$ cat config.mk
export PLATFORM = sky130hd
export DESIGN_NAME = bram_port_arbiter
export DESIGN_NICKNAME = d
export VERILOG_FILES = /design/src/rtl/bram_port_arbiter.sv
export SDC_FILE = /design/constraint.sdc
export NUM_CORES = 1
export LEC_CHECK = 0
export ABC_AREA = 1
export CAP_MARGIN = 15
export CORE_ASPECT_RATIO = 0.7
export CORE_UTILIZATION = 32
export CTS_CLUSTER_DIAMETER = 60
export DETAILED_ROUTE_END_ITERATION = 10
export GPL_TIMING_DRIVEN = 0
export PLACE_DENSITY = 0.78
export SLEW_MARGIN = 15
export SYNTH_ARGS = -nofsm -noshare
export SYNTH_HDL_FRONTEND = slang
export SYNTH_SLANG_ARGS = --single-unit
$ cat constraint.sdc
create_clock -name clock -period 1.5 [get_ports clock]
set_input_delay 0.3 -clock clock [delete_from_list [all_inputs] [get_ports clock]]
set_output_delay 0.3 -clock clock [all_outputs]
set_load 0.01 [all_outputs]
$ cat src/rtl/bram_port_arbiter.sv
// Round-robin sharing of one unaligned 32-bit RAM between a fetch read port (A)
// and a load/store port (B); sub-word stores become a read-modify-write pair.
module bram_port_arbiter #(
   parameter int ADDR_WIDTH = 11
) (
   input  logic                  clock,
   input  logic                  reset,
   input  logic                  a_req,
   input  logic [ADDR_WIDTH-1:0] a_addr,
   output logic                  a_ready,
   output logic                  a_rvalid,
   output logic [31:0]           a_rdata,
   input  logic                  b_req,
   input  logic                  b_we,
   input  logic [1:0]            b_size,
   input  logic [ADDR_WIDTH-1:0] b_addr,
   input  logic [31:0]           b_wdata,
   output logic                  b_ready,
   output logic                  b_rvalid,
   output logic [31:0]           b_rdata,
   output logic [ADDR_WIDTH-1:0] ram_raddr,
   output logic [ADDR_WIDTH-1:0] ram_waddr,
   output logic [31:0]           ram_wdata,
   output logic                  ram_wren,
   input  logic [31:0]           ram_rdata
);

   localparam logic [0:0] RUN = 1'b0;
   localparam logic [0:0] RMW = 1'b1;

   logic [0:0]            state_reg;
   logic                  a_prio_reg;
   logic [ADDR_WIDTH-1:0] raddr_reg;
   logic [ADDR_WIDTH-1:0] cap_addr_reg;
   logic                  cap_half_reg;
   logic [15:0]           cap_wdata_reg;
   logic [1:0]            load_size_reg;
   logic                  a_rvalid_reg;
   logic                  b_rvalid_reg;

   logic        in_rmw;
   logic        grant_a;
   logic        grant_b;
   logic        b_word;
   logic [31:0] merged;
   logic [31:0] load_data;

   assign in_rmw  = (state_reg == RMW);
   assign b_word  = b_size[1];
   // a_prio_reg set means A wins a tie; it flips toward the port not just served
   assign grant_a = !reset && !in_rmw && a_req && (!b_req || a_prio_reg);
   assign grant_b = !reset && !in_rmw && b_req && (!a_req || !a_prio_reg);

   assign a_ready = grant_a;
   assign b_ready = grant_b;

   assign ram_raddr = grant_a ? a_addr :
                      (grant_b && !(b_we && b_word)) ? b_addr : raddr_reg;
   assign ram_waddr = in_rmw ? cap_addr_reg : b_addr;
   assign ram_wdata = in_rmw ? merged : b_wdata;
   assign ram_wren  = !reset && (in_rmw || (grant_b && b_we && b_word));

   assign merged = cap_half_reg ? {ram_rdata[31:16], cap_wdata_reg}
                                : {ram_rdata[31:8], cap_wdata_reg[7:0]};

   // Zero-extend loads: byte 0 always kept, byte 1 for half/word, upper bytes for word
   generate
      for (genvar gi = 0; gi < 4; gi++) begin : g_load_mask
         assign load_data[8*gi +: 8] =
            ((gi == 0) || ((gi == 1) && (load_size_reg != 2'd0)) || load_size_reg[1])
            ? ram_rdata[8*gi +: 8] : 8'h00;
      end
   endgenerate

   assign a_rvalid = a_rvalid_reg;
   assign b_rvalid = b_rvalid_reg;
   assign a_rdata  = a_rvalid_reg ? ram_rdata : 32'h0;
   assign b_rdata  = b_rvalid_reg ? load_data : 32'h0;

   always_ff @(posedge clock) begin
      if (reset) begin
         state_reg     <= RUN;
         a_prio_reg    <= 1'b1;
         raddr_reg     <= '0;
         cap_addr_reg  <= '0;
         cap_half_reg  <= 1'b0;
         cap_wdata_reg <= 16'h0;
         load_size_reg <= 2'd0;
         a_rvalid_reg  <= 1'b0;
         b_rvalid_reg  <= 1'b0;
      end else begin
         a_rvalid_reg <= grant_a;
         b_rvalid_reg <= grant_b && !b_we;
         raddr_reg    <= ram_raddr;
         if (grant_a) begin
            a_prio_reg <= 1'b0;
         end else if (grant_b) begin
            a_prio_reg <= 1'b1;
         end
         if (grant_b) begin
            load_size_reg <= b_size;
         end
         if (grant_b && b_we && !b_word) begin
            state_reg     <= RMW;
            cap_addr_reg  <= b_addr;
            cap_half_reg  <= b_size[0];
            cap_wdata_reg <= b_wdata[15:0];
         end else begin
            state_reg <= RUN;
         end
      end
   end

endmodule
### After elaboration in Yosys (flattened, before gate mapping)

Cells that the tools add are included.

| word-level totals | value |
|---|---|
| bits in read-only memories | 0 |
| memories kept | 0 |
| output and inout port bits | 123 |
| latch bits | 0 |
| logic and storage cells | 48 |
| flip-flop bits (word level) | 45 |
| memory bits (writable) | 0 |

| cells by class | value |
|---|---|
| add/subtract/negate cells | 0 |
| divide/modulo/power cells | 0 |
| bitwise logic cells | 0 |
| reductions and logical operators | 26 |
| equality and inequality tests | 0 |
| multiply operators | 0 |
| shift-type cells | 0 |
| magnitude comparators | 0 |
| multiplexer cells | 13 |

Operator list:

| kind | number |
|---|---|
| 32-bit 2-to-1 mux | 3 |
| 11-bit 2-to-1 mux | 3 |
| 8-bit 2-to-1 mux | 3 |
| 16-bit 2-to-1 mux | 1 |
| 1-bit logical AND | 12 |
| 1-bit zero test | 8 |
| 1-bit logical OR | 4 |
| 2-bit nonzero test | 2 |
| 1-bit 2-to-1 mux | 3 |

### Logic depth before layout (Yosys ltp)

Gate-level depths: netlist of the first run.

| logic depth | value |
|---|---|
| depth in word-level cells | 8 |
| mapped depth | 9 |
| gate-level depth less buffers | 7 |

### Least setup slack after synthesis of the first run

Ideal clock, no wire load.

| timing | value |
|---|---|
| path kind | flip-flop to output port |
| start point | register b_rvalid_reg, in the netlist b_rvalid |
| end point | output port b_rdata[21] |
| data required time | 1.200 ns |
| cell stages (with the launch flop) | 5 |
| path buffers | 2 |
| slack | -0.005 ns |
| arrival time | 1.205 ns |
| cells stage by stage | dfxtp_1 > clkbuf_1 > nand2_1 > clkbuf_1 > nor2_1 |

| between the ends | value |
|---|---|
| longest elaborated chain between the ends | 1 |

Ends and longest elaborated chain:

| what | RTL line | RTL |
|---|---|---|
| start: declaration | 39 | `logic b_rvalid_reg;` |
| start signal: assignment | 93 | `b_rvalid_reg <= grant_b && !b_we;` |
| 32-bit 2-to-1 mux | 78 | `assign b_rdata = b_rvalid_reg ? load_data : 32'h0;` |
| end: declaration | 20 | `output logic [31:0] b_rdata,` |

Every way passes these cells.

### Final worst setup path of the first run

| timing | value |
|---|---|
| start point | register a_prio_reg |
| end point | output port ram_raddr[5] |

| between the ends | value |
|---|---|
| longest elaborated chain between the ends | 6 |

Ends and longest elaborated chain:

| what | RTL line | RTL |
|---|---|---|
| start: declaration | 32 | `logic a_prio_reg;` |
| start signal: assignment | 83 | `a_prio_reg <= 1'b1;` |
| start signal: assignment | 96 | `a_prio_reg <= 1'b0;` |
| start signal: assignment | 98 | `a_prio_reg <= 1'b1;` |
| 1-bit zero test | 52 | `assign grant_b = !reset && !in_rmw && b_req && (!a_req \|\| !a_prio_reg);` |
| 1-bit logical OR | 52 |  |
| 1-bit logical AND | 52 |  |
| 1-bit logical AND | 58 | `(grant_b && !(b_we && b_word)) ? b_addr : raddr_reg;` |
| 11-bit 2-to-1 mux | 58 |  |
| 11-bit 2-to-1 mux (*) | 57 | `assign ram_raddr = grant_a ? a_addr :` |
| end: declaration | 21 | `output logic [ADDR_WIDTH-1:0] ram_raddr,` |

Every way passes the cells marked *; elsewhere a longest branch is shown, timed or not.

==> summary.md, run 1 <==
The run finished, with violations left. The final reports fail on negative setup slack. Once the floorplan was initialized, standard cells occupied 33.3% of the core. The die is 119 um wide.

The area growth from synthesis to layout is 132%. Entering global routing, the biggest net connects 15 pins. The distinct cell type count of the synthesized netlist is 26, and the worst path arrival time is 1.66 ns. No sink is reached through more buffers than the 2 on the longest clock path. The core region is 9140 um2.

The register with the most flip-flops in the layout has 16 of them. The worst setup margin was -0.460 ns. During synthesis, Yosys emitted a total of 0 warnings. Overall power consumption after layout is estimated at 4.04 mW.

At the end of the flow the core is filled with cells to 77.2%. The number of cells produced by synthesis is 546, and the async set-or-reset flop fraction in the synthesized netlist is 0%. Sorting the synthesized cells by area gives the leading types as sky130_fd_sc_hd__dfxtp_1 (30%), sky130_fd_sc_hd__nand2_1 (16%), sky130_fd_sc_hd__inv_1 (13%). In this run, synthesis produced a sequential element count of 45.

The floorplan row count is 29. The most repeated library cell on the critical path is sky130_fd_sc_hd__buf_6. For this run, design rule violations remaining after detail routing come to 0. The number of enable flip-flop cells after synthesis was 0; the number of placed I/O pins was 216.

The number of DRC markers in iteration 0 was 344. The critical path is of the flip-flop to primary output type. The run gives 85 as the setup-violating endpoint count in the final report. Summed over all layers, the global routing overflow is 0. Across the run, the number of max-cap violations was 0.

The HPWL after detailed placement came out at 10300 um. The post-synthesis sequential area ratio was 29.6%. Die span in y: 83.6 um. In this run the critical register-to-register path is launched from a_prio_reg. Share of post-route cells with drive strength above 1: 47.3%. STA classifies the critical path startpoint as a flip-flop.

The count of nets left with antenna violations once routing finished came out at 0. The first detailed-routing pass ran for 5 iterations. The run gives 639 as the synthesized netlist net count. The global-route usage over all layers came out at 28.0%. The post-CTS clock slew at the launch and capture registers of the worst setup and hold paths was 0.06 ns. Headroom to the max-slew limit came out at 59.5%. The power density normalized to cell area is 572 nW/um2. Clock tree synthesis inserted a total of 5 buffers. The most common cell in the synthesized netlist is sky130_fd_sc_hd__nand2_1. By count the netlist is led by sky130_fd_sc_hd__nand2_1 (133), sky130_fd_sc_hd__inv_1 (109), sky130_fd_sc_hd__nor2_1 (92). The maximum vdd drop is 0.561 mV. CTS saw 45 sinks.

For this run, the top clock speed supported by timing is 510 MHz. In this run the number of H-tree levels came out at 2. Using the TritonRoute via totals, the vias-per-cell ratio works out to 5.07.

The dominant cell type by area after synthesis was sky130_fd_sc_hd__dfxtp_1. The cell chosen for the clock root was sky130_fd_sc_hd__clkbuf_16. The mean post-synth cell area is 5.58 um2, and the area of the die is 9920 um2.

The largest single stage delay on the critical path is 0.35 ns. The share of synthesized area in the top cell type comes to 29.6%. The critical path capture point is ram_raddr[5]. The global-route wire length before repair is 22100 um, and the shortest clock period the worst path allows after layout is 1.96 ns.

Tracing the worst setup path back leads to its startpoint at a_prio_reg. The min-delay analysis places its worst path in the category input port to flip-flop. The total count of hold-check failures in the final report is 0.

The slack of the worst reg-to-reg path is -0.14 ns, and the number of antenna violations at the first check in global routing is 1. The run gives 0 as the number of max-slew violations in the final report. The most used flip-flop cell after synthesis is sky130_fd_sc_hd__dfxtp_1. Routability-driven placement finished with a final weighted congestion of 0.982. The detailed-route wire length per cell came out at 17.8 um. The count of buffers inserted at the top-level ports works out to 214. For this design, the slowest cell found on the critical path is sky130_fd_sc_hd__dfxtp_4.

Measured in cells, the most critical reg-to-reg path has a length of 10. The routed design has 17300 um of wire. For the worst setup path, the data required time is 1.20 ns.

Summing every instance area after synthesis gives 3050 um2. Total via count after detailed routing: 4932. TritonCTS built the clock tree. The transition time at the pin with the least slew margin was 0.608 ns. The logs give 0.28 ns for the clock insertion delay at the later pin of the skew report and 4295 for the via count of the first global-routing pass. The tools report the kind of end point of the critical path as a primary output. The tools report the layout net count as 939. For this design the static power due to leakage is 3.85 nW.

Of all nets on the critical path, the largest fanout is 5. Setup repair after global routing could not meet its margin everywhere. The worst path uses 131% of the clock period.

On the final layout, the worst clock skew is 0.00978 ns. The count of hold-fix buffers inserted at cts was 0. Walking the worst path, the cells encountered are buf_6 -> o211ai_4 -> buf_6 -> nand3_2 -> nand2_2 -> inv_2 -> buf_6. Capture point of the worst reg-to-reg path: cap_wdata_reg[9].
## how the worst min path moves through the flow
| stage | startpoint | endpoint | slack [ns] | cells past startpoint |
|---|---|---|---|---|
| floorplan | b_we | b_rvalid | 0.37 | 1 |
| global placement | load_size_reg[0] | load_size_reg[0] | 0.45 | 2 |
| detailed placement | load_size_reg[0] | load_size_reg[0] | 0.47 | 2 |
| CTS | reset | raddr_reg[9] | 0.34 | 2 |
| global route | reset | load_size_reg[1] | 0.39 | 2 |
| finish | reset | load_size_reg[1] | 0.37 | 2 |
## area by class of cell
type / instances / area (um2)
Clock buffer: 7 / 153
Multi-Input combinational cell: 357 / 2230
Tap cell: 124 / 155
Timing Repair Buffer: 294 / 2720
Inverter: 110 / 434
Buffer: 32 / 409
Fill cell: 631 / 2080
Timing Repair inverter: 1 / 16.3
Antenna cell: 1 / 2.50
Clock inverter: 1 / 8.76
Sequential cell: 45 / 923
## cell families after synthesis
group | share of synthesized area [%]
and+or+nand+nor | 40.5
buffers and inverters | 18.8
DFF | 29.6
AOI/OAI and AO/OA | 11.2
## cells in the final DEF, fill, tap and decap left out, drive strengths merged, types with 3 or more instances in the layout
master         count
a21oi             21
buf              189
clkbuf            47
clkdlybuf4s15      3
clkdlybuf4s50     83
dfxtp             45
dlygate4sd2       10
inv              110
nand2            134
nand3             39
nand4             11
nor2              94
o21ai             44
or2               11
## per-layer routing
| metal | wire length [um] | global-route usage (%) |
|---|---|---|
| met2 | 8590 | 49.5 |
| met5 | 0 | 0 |
| met1 | 6770 | 35.3 |
| met3 | 1360 | 4.30 |
| met4 | 617 | 7.25 |
## power breakdown
| group | total (mW) | leakage [nW] | internal (mW) | switching, mW |
|---|---|---|---|---|
| Sequential | 1.29 | 0.370 | 1.24 | 0.0451 |
| Clock | 1.20 | 0.0805 | 0.716 | 0.487 |
| Combinational | 1.55 | 3.40 | 0.818 | 0.733 |
## through the flow
step | TNS [ns] | setup slack (ns) | area, um2 | instances | hold WS (ns)
6_report | -18.50 | -0.460 | 7060 | 972 | 0.373
2_1_floorplan | -0.00269 | -0.00269 | 3060 | 546 | 0.372
5_1_grt | -22.30 | -0.525 | 7060 | 972 | 0.389
4_1_cts | -10.43 | -0.342 | 6010 | 926 | 0.345
3_3_place_gp | -74.59 | -1.08 | 5350 | 884 | 0.453
3_5_place_dp | -79.00 | -1.11 | 5350 | 884 | 0.470
## what timing repair did
| item | CTS | global route |
|---|---|---|
| gates resized for setup | 593 | 300 |
| cloned | 7 | 13 |
| pin swaps | 31 | 67 |
| setup buffers | 28 | 41 |
| setup endpoints to repair | 147 | 139 |
## critical path, delay by kind of cell, from the launching register on
kind	cells	cell delay [ns]
buf+inv	4	0.47
flops	1	0.35
compound gates	1	0.33
simple gates	2	0.22
(Power assumes the default switching activity.)
==> run 2, diff against run 1 <==
- CAP_MARGIN: 15 -> 20
==> results of run 2 <==
Final layout, timing and power as in run 1 (identical DEF).
